===== src/rtl/note_spawner_pkg.sv =====
// Shared types for the note spawner: FSM encoding, field widths
// and the packed note record carried through the pending FIFO.
package note_spawner_pkg;

   localparam int LANE_W = 2;
   localparam int SEQ_W  = 8;
   localparam int RND_W  = 10;
   localparam int DENS_W = 3;

   typedef enum logic [1:0] {
      ST_IDLE  = 2'd0,
      ST_RUN   = 2'd1,
      ST_DRAIN = 2'd2
   } state_t;

   typedef struct packed {
      logic [LANE_W-1:0] lane;
      logic [SEQ_W-1:0]  seq;
   } note_t;

   // Top three random bits form a 1-of-8 bucket compared against density.
   function automatic logic spawn_hit(input logic [DENS_W-1:0] bucket,
                                      input logic [DENS_W-1:0] density);
      return bucket < density;
   endfunction

endpackage


===== src/rtl/note_fifo.sv =====
// First-word-fall-through FIFO for pending notes; a push into a full
// FIFO is accepted only when a pop frees the head in the same cycle.
module note_fifo #(
   parameter int W     = 10,
   parameter int DEPTH = 8
) (
   input  logic                   clk,
   input  logic                   reset,
   input  logic                   push,
   input  logic                   pop,
   input  logic [W-1:0]           din,
   output logic [W-1:0]           dout,
   output logic                   full,
   output logic                   empty,
   output logic [$clog2(DEPTH):0] count
);

   localparam int PW = $clog2(DEPTH);

   logic [W-1:0]  mem [DEPTH];
   logic [PW-1:0] wr_ptr;
   logic [PW-1:0] rd_ptr;
   logic          do_push;
   logic          do_pop;

   assign empty   = (count == '0);
   assign full    = (count == (PW+1)'(DEPTH));
   assign do_pop  = pop && !empty;
   assign do_push = push && (!full || do_pop);
   assign dout    = mem[rd_ptr];

   always_ff @(posedge clk or posedge reset) begin
      if (reset) begin
         wr_ptr <= '0;
         rd_ptr <= '0;
         count  <= '0;
      end else begin
         if (do_push)
            wr_ptr <= wr_ptr + PW'(1);
         if (do_pop)
            rd_ptr <= rd_ptr + PW'(1);
         case ({do_push, do_pop})
            2'b10:   count <= count + 1'b1;
            2'b01:   count <= count - 1'b1;
            default: count <= count;
         endcase
      end
   end

   // Storage is left uncleared on reset; the pointers define validity.
   always_ff @(posedge clk) begin
      if (do_push)
         mem[wr_ptr] <= din;
   end

endmodule


===== src/rtl/note_spawner.sv =====
// Beat-driven note generator: on each beat a random draw may spawn a
// numbered note into a pending FIFO that a consumer drains.
module note_spawner
   import note_spawner_pkg::*;
#(
   parameter int BEAT_DIV = 50000,
   parameter int DEPTH    = 8
) (
   input  logic                   clk,
   input  logic                   reset,
   input  logic                   enable,
   input  logic [RND_W-1:0]       rnd,
   input  logic [DENS_W-1:0]      density,
   output logic                   beat,
   output logic                   note_valid,
   input  logic                   note_ready,
   output logic [LANE_W-1:0]      note_lane,
   output logic [SEQ_W-1:0]       note_seq,
   output logic [$clog2(DEPTH):0] count,
   output logic                   overflow
);

   localparam int CNT_W = $clog2(BEAT_DIV);
   localparam logic [CNT_W-1:0] LAST = CNT_W'(BEAT_DIV - 1);

   state_t           state;
   state_t           state_nx;
   logic [CNT_W-1:0] beat_cnt;
   logic [SEQ_W-1:0] seq;
   logic             spawn;
   logic             accept;
   logic             pop;
   logic             full;
   logic             empty;
   note_t            head;
   note_t            tail;
   logic [4:0]       unused_rnd;

   assign unused_rnd = rnd[6:2];

   always_ff @(posedge clk or posedge reset) begin
      if (reset)
         state <= ST_IDLE;
      else
         state <= state_nx;
   end

   always_comb begin
      state_nx = state;
      case (state)
         ST_IDLE:
            if (enable)
               state_nx = ST_RUN;
         ST_RUN:
            if (!enable)
               state_nx = ST_DRAIN;
         ST_DRAIN:
            if (enable)
               state_nx = ST_RUN;
            else if (count == '0)
               state_nx = ST_IDLE;
         default:
            state_nx = ST_IDLE;
      endcase
   end

   // The counter only advances in RUN, so every entry into RUN
   // restarts a full beat period.
   always_ff @(posedge clk or posedge reset) begin
      if (reset)
         beat_cnt <= '0;
      else if (state != ST_RUN)
         beat_cnt <= '0;
      else if (beat_cnt == LAST)
         beat_cnt <= '0;
      else
         beat_cnt <= beat_cnt + 1'b1;
   end

   assign beat = (state == ST_RUN) && (beat_cnt == LAST);

   assign spawn  = beat && spawn_hit(rnd[RND_W-1 -: DENS_W], density);
   assign pop    = note_valid && note_ready;
   assign accept = spawn && (!full || pop);

   always_ff @(posedge clk or posedge reset) begin
      if (reset) begin
         seq      <= '0;
         overflow <= 1'b0;
      end else begin
         if (accept)
            seq <= seq + 1'b1;
         if (spawn && !accept)
            overflow <= 1'b1;
      end
   end

   assign tail.lane = rnd[LANE_W-1:0];
   assign tail.seq  = seq;

   note_fifo #(
      .W     ($bits(note_t)),
      .DEPTH (DEPTH)
   ) u_fifo (
      .clk   (clk),
      .reset (reset),
      .push  (accept),
      .pop   (pop),
      .din   (tail),
      .dout  (head),
      .full  (full),
      .empty (empty),
      .count (count)
   );

   assign note_valid = !empty;
   assign note_lane  = head.lane;
   assign note_seq   = head.seq;

endmodule


===== config.mk =====
export PLATFORM = sky130hd
export DESIGN_NAME = note_spawner
export DESIGN_NICKNAME = d
export VERILOG_FILES = /design/src/rtl/note_spawner_pkg.sv /design/src/rtl/note_fifo.sv /design/src/rtl/note_spawner.sv
export SDC_FILE = /design/constraint.sdc
export NUM_CORES = 1
export LEC_CHECK = 0
export ABC_AREA = 1
export ABC_CLOCK_PERIOD_IN_PS = 2600
export CORE_MARGIN = 2
export CORE_UTILIZATION = 29
export DETAILED_ROUTE_END_ITERATION = 12
export PLACE_DENSITY_LB_ADDON = 0.25
export SYNTH_ARGS = -nofsm -noshare
export SYNTH_HDL_FRONTEND = slang
export SYNTH_SLANG_ARGS = --single-unit

===== constraint.sdc =====
create_clock -name clk -period 2.6 [get_ports clk]
set_clock_uncertainty 0.2 [all_clocks]
set_input_delay 0.65 -clock clk [delete_from_list [all_inputs] [get_ports clk]]
set_output_delay 0.65 -clock clk [all_outputs]
set_load 0.03 [all_outputs]

# Yosys cells after proc, flatten, opt, wreduce, memory -nomap -nowiden
# Memory sizes are Yosys's and may differ from the RTL's.
# Cells that the tools add are included.
op_classes:
  n_eq_ne: 10
  n_reduce_logical: 16
  mux: 10
  n_addsub: 6
  n_lt_le_gt_ge: 1
ops:
  columns: ["cell", "n"]
  rows:
  - ["$mux 16", 2]
  - ["$add 16x1->16 const B", 1]
  - ["$eq 16x16->1 const B", 1]
  - ["$add 8x1->8 const B", 1]
  - ["$mux 2", 4]
  - ["$pmux 4 s2", 1]
  - ["$logic_and 1x1->1", 7]
  - ["$add 3x1->3 const B", 2]
  - ["$pmux 2 s3", 1]
  - ["$add 4x1->4 const B", 1]
  - ["$eq 2x1->1 const B", 2]
  - ["$eq 2x2->1 const B", 2]
  - ["$eq 4x4->1 const B", 1]
  - ["$logic_not 4->1", 1]
  - ["$ne 2x2->1 const B", 2]
  - ["$sub 4x1->4 const B", 1]
  - ["$logic_not 1->1", 3]
  - ["$lt 3x3->1", 1]
  - ["$ne 3x2->1 const B", 1]
  - ["$reduce_and 3->1", 1]
  - ["$logic_not 2->1", 1]
  - ["$logic_or 1x1->1", 2]
  - ["$mux 1", 2]
  - ["$ne 2x1->1 const B", 1]
  - ["$reduce_bool 2->1", 1]
word_totals:
  regBits: 37
  elab_cells: 51
  memories: 1
  in_bits: 17
  ramBits: 80
memory_table:
  columns: ["memory", "depth", "width", "rd", "rd_clocked_by_memory_dff", "wr", "line", "rtl"]
  rows:
  - ["u_fifo.mem", 8, 10, 1, 0, 1, "note_fifo.sv:20", "logic [W-1:0] mem [DEPTH];"]

# Logic depth before layout (Yosys ltp)
logic_depth:
  word_depth: 8
  depth_mapped: 17

# Cells and area by module
# From an unflattened synthesis, not the netlist that was laid out.
hier_totals:
  hier_cells: 543
  hier_area_um2: 5544.1
modules_own_cells:
  columns: ["module", "instances", "area_per_inst_um2", "cells_per_inst", "seq_area_each_um2"]
  rows:
  - ["note_fifo", 1, 3822.4, 300, 2652.5]
  - ["note_spawner", 1, 1721.7, 243, 675.6]

# Least setup slack after synthesis
# Ideal clock, no wire load.
synth_timing:
  path_type: "input port to flip-flop"
  startpoint: "input density[2]"
  endpoint: "register u_fifo.count[2]"
  setup_ns: 0.127
  t_arrival_ns: 2.547
  setup_slack_ns: -0.274
  path_stages: 14
  cell_sequence: "inv_1 ha_1 nand2_1 nand2_1 a21oi_4 inv_1 nor2_4 nand2_1 ha_1 xor2_1 ha_1 a21oi_1 xor2_1 o21ai_0"
synth_via:
  elab_chain_cells: 6
  elab_cells_between_ends: 8
  cone_classes: "order compare: 1; eq/ne: 2; mux: 1; reduce/logical: 4"
synth_lines:
  columns: ["item", "line", "rtl"]
  rows:
  - ["start, declared", "note_spawner.sv:13", "input logic [DENS_W-1:0] density,"]
  - ["$lt 3x3->1 *", "note_spawner_pkg.sv:24", "return bucket < density;"]
  - ["$logic_and 1x1->1 *", "note_spawner.sv:82", "assign spawn = beat && spawn_hit(rnd[RND_W-1 -: DENS_W], density);"]
  - ["$logic_and 1x1->1 *", "note_spawner.sv:84", "assign accept = spawn && (!full || pop);"]
  - ["$logic_and 1x1->1 *", "note_fifo.sv:29", "assign do_push = push && (!full || do_pop);"]
  - ["$eq 2x1->1 or $eq 2x2->1 (tied branches)", "note_fifo.sv:42", "case ({do_push, do_pop})"]
  - ["$pmux 4 s2 or $reduce_bool 2->1 (tied branches)", null, null]
  - ["end signal, assigned", "note_fifo.sv:43", "2'b10: count <= count + 1'b1;"]
  - ["end signal, assigned", "note_fifo.sv:44", "2'b01: count <= count - 1'b1;"]
  - ["end signal, assigned", "note_fifo.sv:45", "default: count <= count;"]
  - ["end, declared", "note_fifo.sv:15", "output logic [$clog2(DEPTH):0] count"]
# Mark *: on every way between the ends. The rest lies on a longest branch, timed or not.
# A chain may end at the register's enable or synchronous reset.

# Final worst setup path
layout_timing:
  startpoint: "register u_fifo.rd_ptr[0]"
  endpoint: "output note_seq[4]"
layout_via:
  elab_chain_cells: 1
layout_lines:
  columns: ["item", "line", "rtl"]
  rows:
  - ["start, declared", "note_fifo.sv:22", "logic [PW-1:0] rd_ptr;"]
  - ["start signal, assigned", "note_fifo.sv:41", "rd_ptr <= rd_ptr + PW'(1);"]
  - ["$mem_v2 8x10", null, null]
  - ["end, declared", "note_spawner.sv:18", "output logic [SEQ_W-1:0] note_seq,"]
# Every way passes these cells.

==> reports/results.ini <==
[status]
status = complete, no violations

[synthesis]
synth-seq-area-share_pct = 62.60
muxShareOfSynthArea_pct = 3.766
yosys.area_share.simple_pct = 19.18
synth_compound_area_share_pct = 5.954
ys_dominant_reg_cell = edfxtp_1
ys_seq_elements = 117
synth_cells = 502
synth_edf_count = 80
synth_area_um2 = 5316
syn_nets = 528
synth_top_family_by_area = simple AND/OR/NAND/NOR gates
yosys_warnings = 0
ys_async_sr_fraction_pct = 31.62
synth-xor-area-share_pct = 2.306
synth_adder_area_share_pct = 2.118
ys_types = 31
syn_avg_cell_area_um2 = 10.59

[worst_setup_path]
crit_chain = inv_2 -> buf_6 -> nor2_1 -> o22ai_1 -> nand2_1 -> nand2_1 -> buf_4
r2r_end = u_fifo.count[2]$_DFFE_PP0P_
criticalPathCategory = reg -> out
r2r-start = beat_cnt[0]$_DFF_PP0_
r2r_slack_ns = 0.23
cp-start-kind = flop
path_common_cell = nand2_1
arrival_ns = 1.72
worstPathRequired_ns = 1.75
crit_slowest_cell = dfrtp_2
crit_path_end_kind = output pin
rr_worst_depth = 12
slowest_delay_ns = 0.45
path_max_fanout = 8

[cts]
clock_latency_ns = 0.41
cts_root_buf = clkbuf_16
numCtsBuffers = 17
clkTransAtPathRegs_ns = 0.06
cts_sinks = 117
cts_max_level = 4
cts_tree = yes
cts_hold_buffers = 0
clk_path_buf_depth = 2

[timing]
slew_headroom_pct = 63.07
worst_pin_slew_ns = 0.5540
hold_viol = 0
grt_setup_unrepaired = true
setup_viol = 0
min_period_ns = 2.569
slew_viol_final = 0
fmax_ghz = 0.3892
finalCritPeriodShare_pct = 98.83
hold_slack_ns = 0.2644

[placed_design]
place_area_um2 = 6175
place_hpwl_mm = 7.447
portBuffers = 28
dp.cells = 770
place_congestion = 0.8112

[worst_hold_path]
min_from = beat_cnt[0]$_DFF_PP0_
holdPathStages = 1
min_path_type = reg -> reg
hold_path_end = beat_cnt[0]$_DFF_PP0_

[route]
drt_iter0_drc = 228
dr.pass1.iters = 5
drc = 0
routed_wl_mm = 12.11
vias = 3749
avgRoutedWirePerCell_um = 15.03
vias_per_cell = 4.651
antenna_left = 0

[cells_and_area]
diodes = 0
drive_gt1_share_pct = 19.58
fin_nets = 591
syn2layout_area_growth_pct = 29.11
final_cell_area_um2 = 6864
layout.cells.non_filler = 806
post-route-util_pct = 38.21

[power]
p_per_area_nw_per_um2 = 902.2
p_total_mw = 6.193
internal_power_mw = 4.201
p_sw_share_pct = 32.17
p_sw_mw = 1.992
seq_power_share_pct = 34.5
power_frac_comb_pct = 29.5
p_leak_nw = 2.872
pwr-share-clk_pct = 36.0
peakVddDrop_mv = 0.5485

[floorplanning]
floorplan.initialDensity_pct = 29.60
dieArea_um2 = 19430
die_x_um = 139.4
die_height_um = 139.4
core-area_um2 = 17960
ios = 34
num_rows = 49

[global_routing]
grt_max_degree = 41
track_usage_pct = 12.78
overflow = 0
antenna_found_initial = 0
grt_pass1_wl_mm = 19.22
grt_pass1_vias = 3732

[job]
maxCapViolations = 0

==> cell type report <==
class,count,area [um2]
well taps,229,286.5
multi-input cells,330,1848
fillers,1768,11100
repair buffers,59,668.1
flip-flops and latches,117,3331
clock inverters,13,135.1
inverters,40,166.4
clock buffers,18,429.2
==> logic make-up (layout without fill, tap and decap cells) <==
logic type,after synthesis,count (layout)
flip-flops,117,117
multiplexers,20,20
adder cells (fa/ha/maj),9,9
AND/OR/NAND/NOR,232,232
buffers and inverters,55,130
XOR/XNOR,14,14
AO/OA/AOI/OAI,55,55
==> placed cells by master (no fill, tap or decap), types with 3 or more instances in the layout <==
| master | count |
|---|---|
| a21oi_1 | 4 |
| buf_12 | 10 |
| buf_4 | 26 |
| buf_6 | 3 |
| clkbuf_16 | 19 |
| clkdlybuf4s50_1 | 12 |
| clkinv_2 | 4 |
| clkinvlp_4 | 4 |
| dfrtp_1 | 35 |
| edfxtp_1 | 80 |
| ha_1 | 4 |
| ha_4 | 3 |
| inv_1 | 30 |
| inv_2 | 7 |
| mux2i_1 | 18 |
| nand2_1 | 111 |
| nand2_2 | 6 |
| nand3_1 | 16 |
| nand3_2 | 4 |
| nand4_1 | 12 |
| nor2_1 | 64 |
| nor2_2 | 3 |
| nor2_4 | 5 |
| nor3_1 | 7 |
| o21ai_0 | 23 |
| o21ai_1 | 4 |
| o22ai_1 | 20 |
| xnor2_1 | 3 |
| xor2_1 | 10 |
==> routing by layer <==
layer / GRT usage (%) / vias up / share of wire [%]
met4: 5.104 / 0 / 1.1
li1: - / 1838 / -
met5: 0 / - / 0
met3: 3.820 / 9 / 5.8
met1: 16.77 / 1803 / 46
met2: 19.89 / 99 / 47
==> stage by stage <==
step                setup TNS (ns)  worst slack [ns]
floorplan                 -0.08494          -0.08494
global placement            -40.55           -0.5769
detailed placement          -42.33           -0.6448
CTS                       -0.03885          -0.02087
global route               -0.2295          -0.05368
finish                           0           0.03051
==> state kept, by name (all words and copies together) (netlist names) <==
signal,count
u_fifo.wr_ptr,3
u_fifo.count,4
overflow,1
beat_cnt,16
seq,8
u_fifo.rd_ptr,3
u_fifo.mem,80
state,2
==> cells in the mapped netlist, types with 2 or more instances <==
cell type / instances / area, um2
a21oi_1: 5 / 25.02
buf_2: 4 / 20.02
clkbuf_1: 10 / 37.54
dfrtp_1: 37 / 925.9
edfxtp_1: 80 / 2402
ha_1: 9 / 112.6
inv_1: 35 / 131.4
inv_2: 4 / 15.01
mux2i_1: 20 / 200.2
nand2_1: 115 / 431.7
nand2_2: 2 / 12.51
nand3_1: 16 / 80.08
nand3_2: 4 / 40.04
nand4_1: 12 / 75.07
nor2_1: 64 / 240.2
nor2_2: 4 / 25.02
nor2_4: 4 / 45.04
nor3_1: 7 / 35.03
nor3_2: 2 / 20.02
o21ai_0: 26 / 130.1
o22ai_1: 20 / 125.1
xnor2_1: 3 / 26.28
xor2_1: 11 / 96.34
==> repair_timing <==
action | CTS | global route
gates cloned | 0 | 2
endpoints found under the hold margin | 0 | 0
pin swaps | 0 | 1
gates resized for setup | 5 | 19
endpoints found under the setup margin | 93 | 15
buffers inserted | 0 | 3
==> worst max-delay path, delay by kind of cell (launching register included) <==
| kind | cells | cell delay [ns] |
|---|---|---|
| compound gates | 1 | 0.15 |
| buf+inv | 3 | 0.46 |
| flops | 1 | 0.45 |
| simple gates | 3 | 0.25 |
==> power by group through the flow <==
stage	Combinational [mW]	Sequential [mW]	Clock, mW
final	1.83	2.14	2.23
after detailed placement	1.65	2.15	0
after CTS	1.66	2.11	2.28
after global routing	1.99	2.15	2.37
after floorplan	1.03	2.20	0
after global placement	1.64	2.14	0
==> how the worst max path moves through the flow <==
| stage | start | to | slack (ns) | cells after the start |
|---|---|---|---|---|
| 4_1_cts | u_fifo.rd_ptr[0]$_DFFE_PP0P_ | note_seq[5] | -0.02 | 6 |
| 3_3_place_gp | density[2] | u_fifo.count[2]$_DFFE_PP0P_ | -0.58 | 15 |
| 2_1_floorplan | density[2] | u_fifo.count[2]$_DFFE_PP0P_ | -0.08 | 14 |
| 5_1_grt | u_fifo.rd_ptr[0]$_DFFE_PP0P_ | note_seq[5] | -0.05 | 6 |
| 3_5_place_dp | density[2] | u_fifo.count[2]$_DFFE_PP0P_ | -0.64 | 15 |
| 6_report | u_fifo.rd_ptr[0]$_DFFE_PP0P_ | note_seq[4] | 0.03 | 7 |
Power figures use the tool's default switching activity.
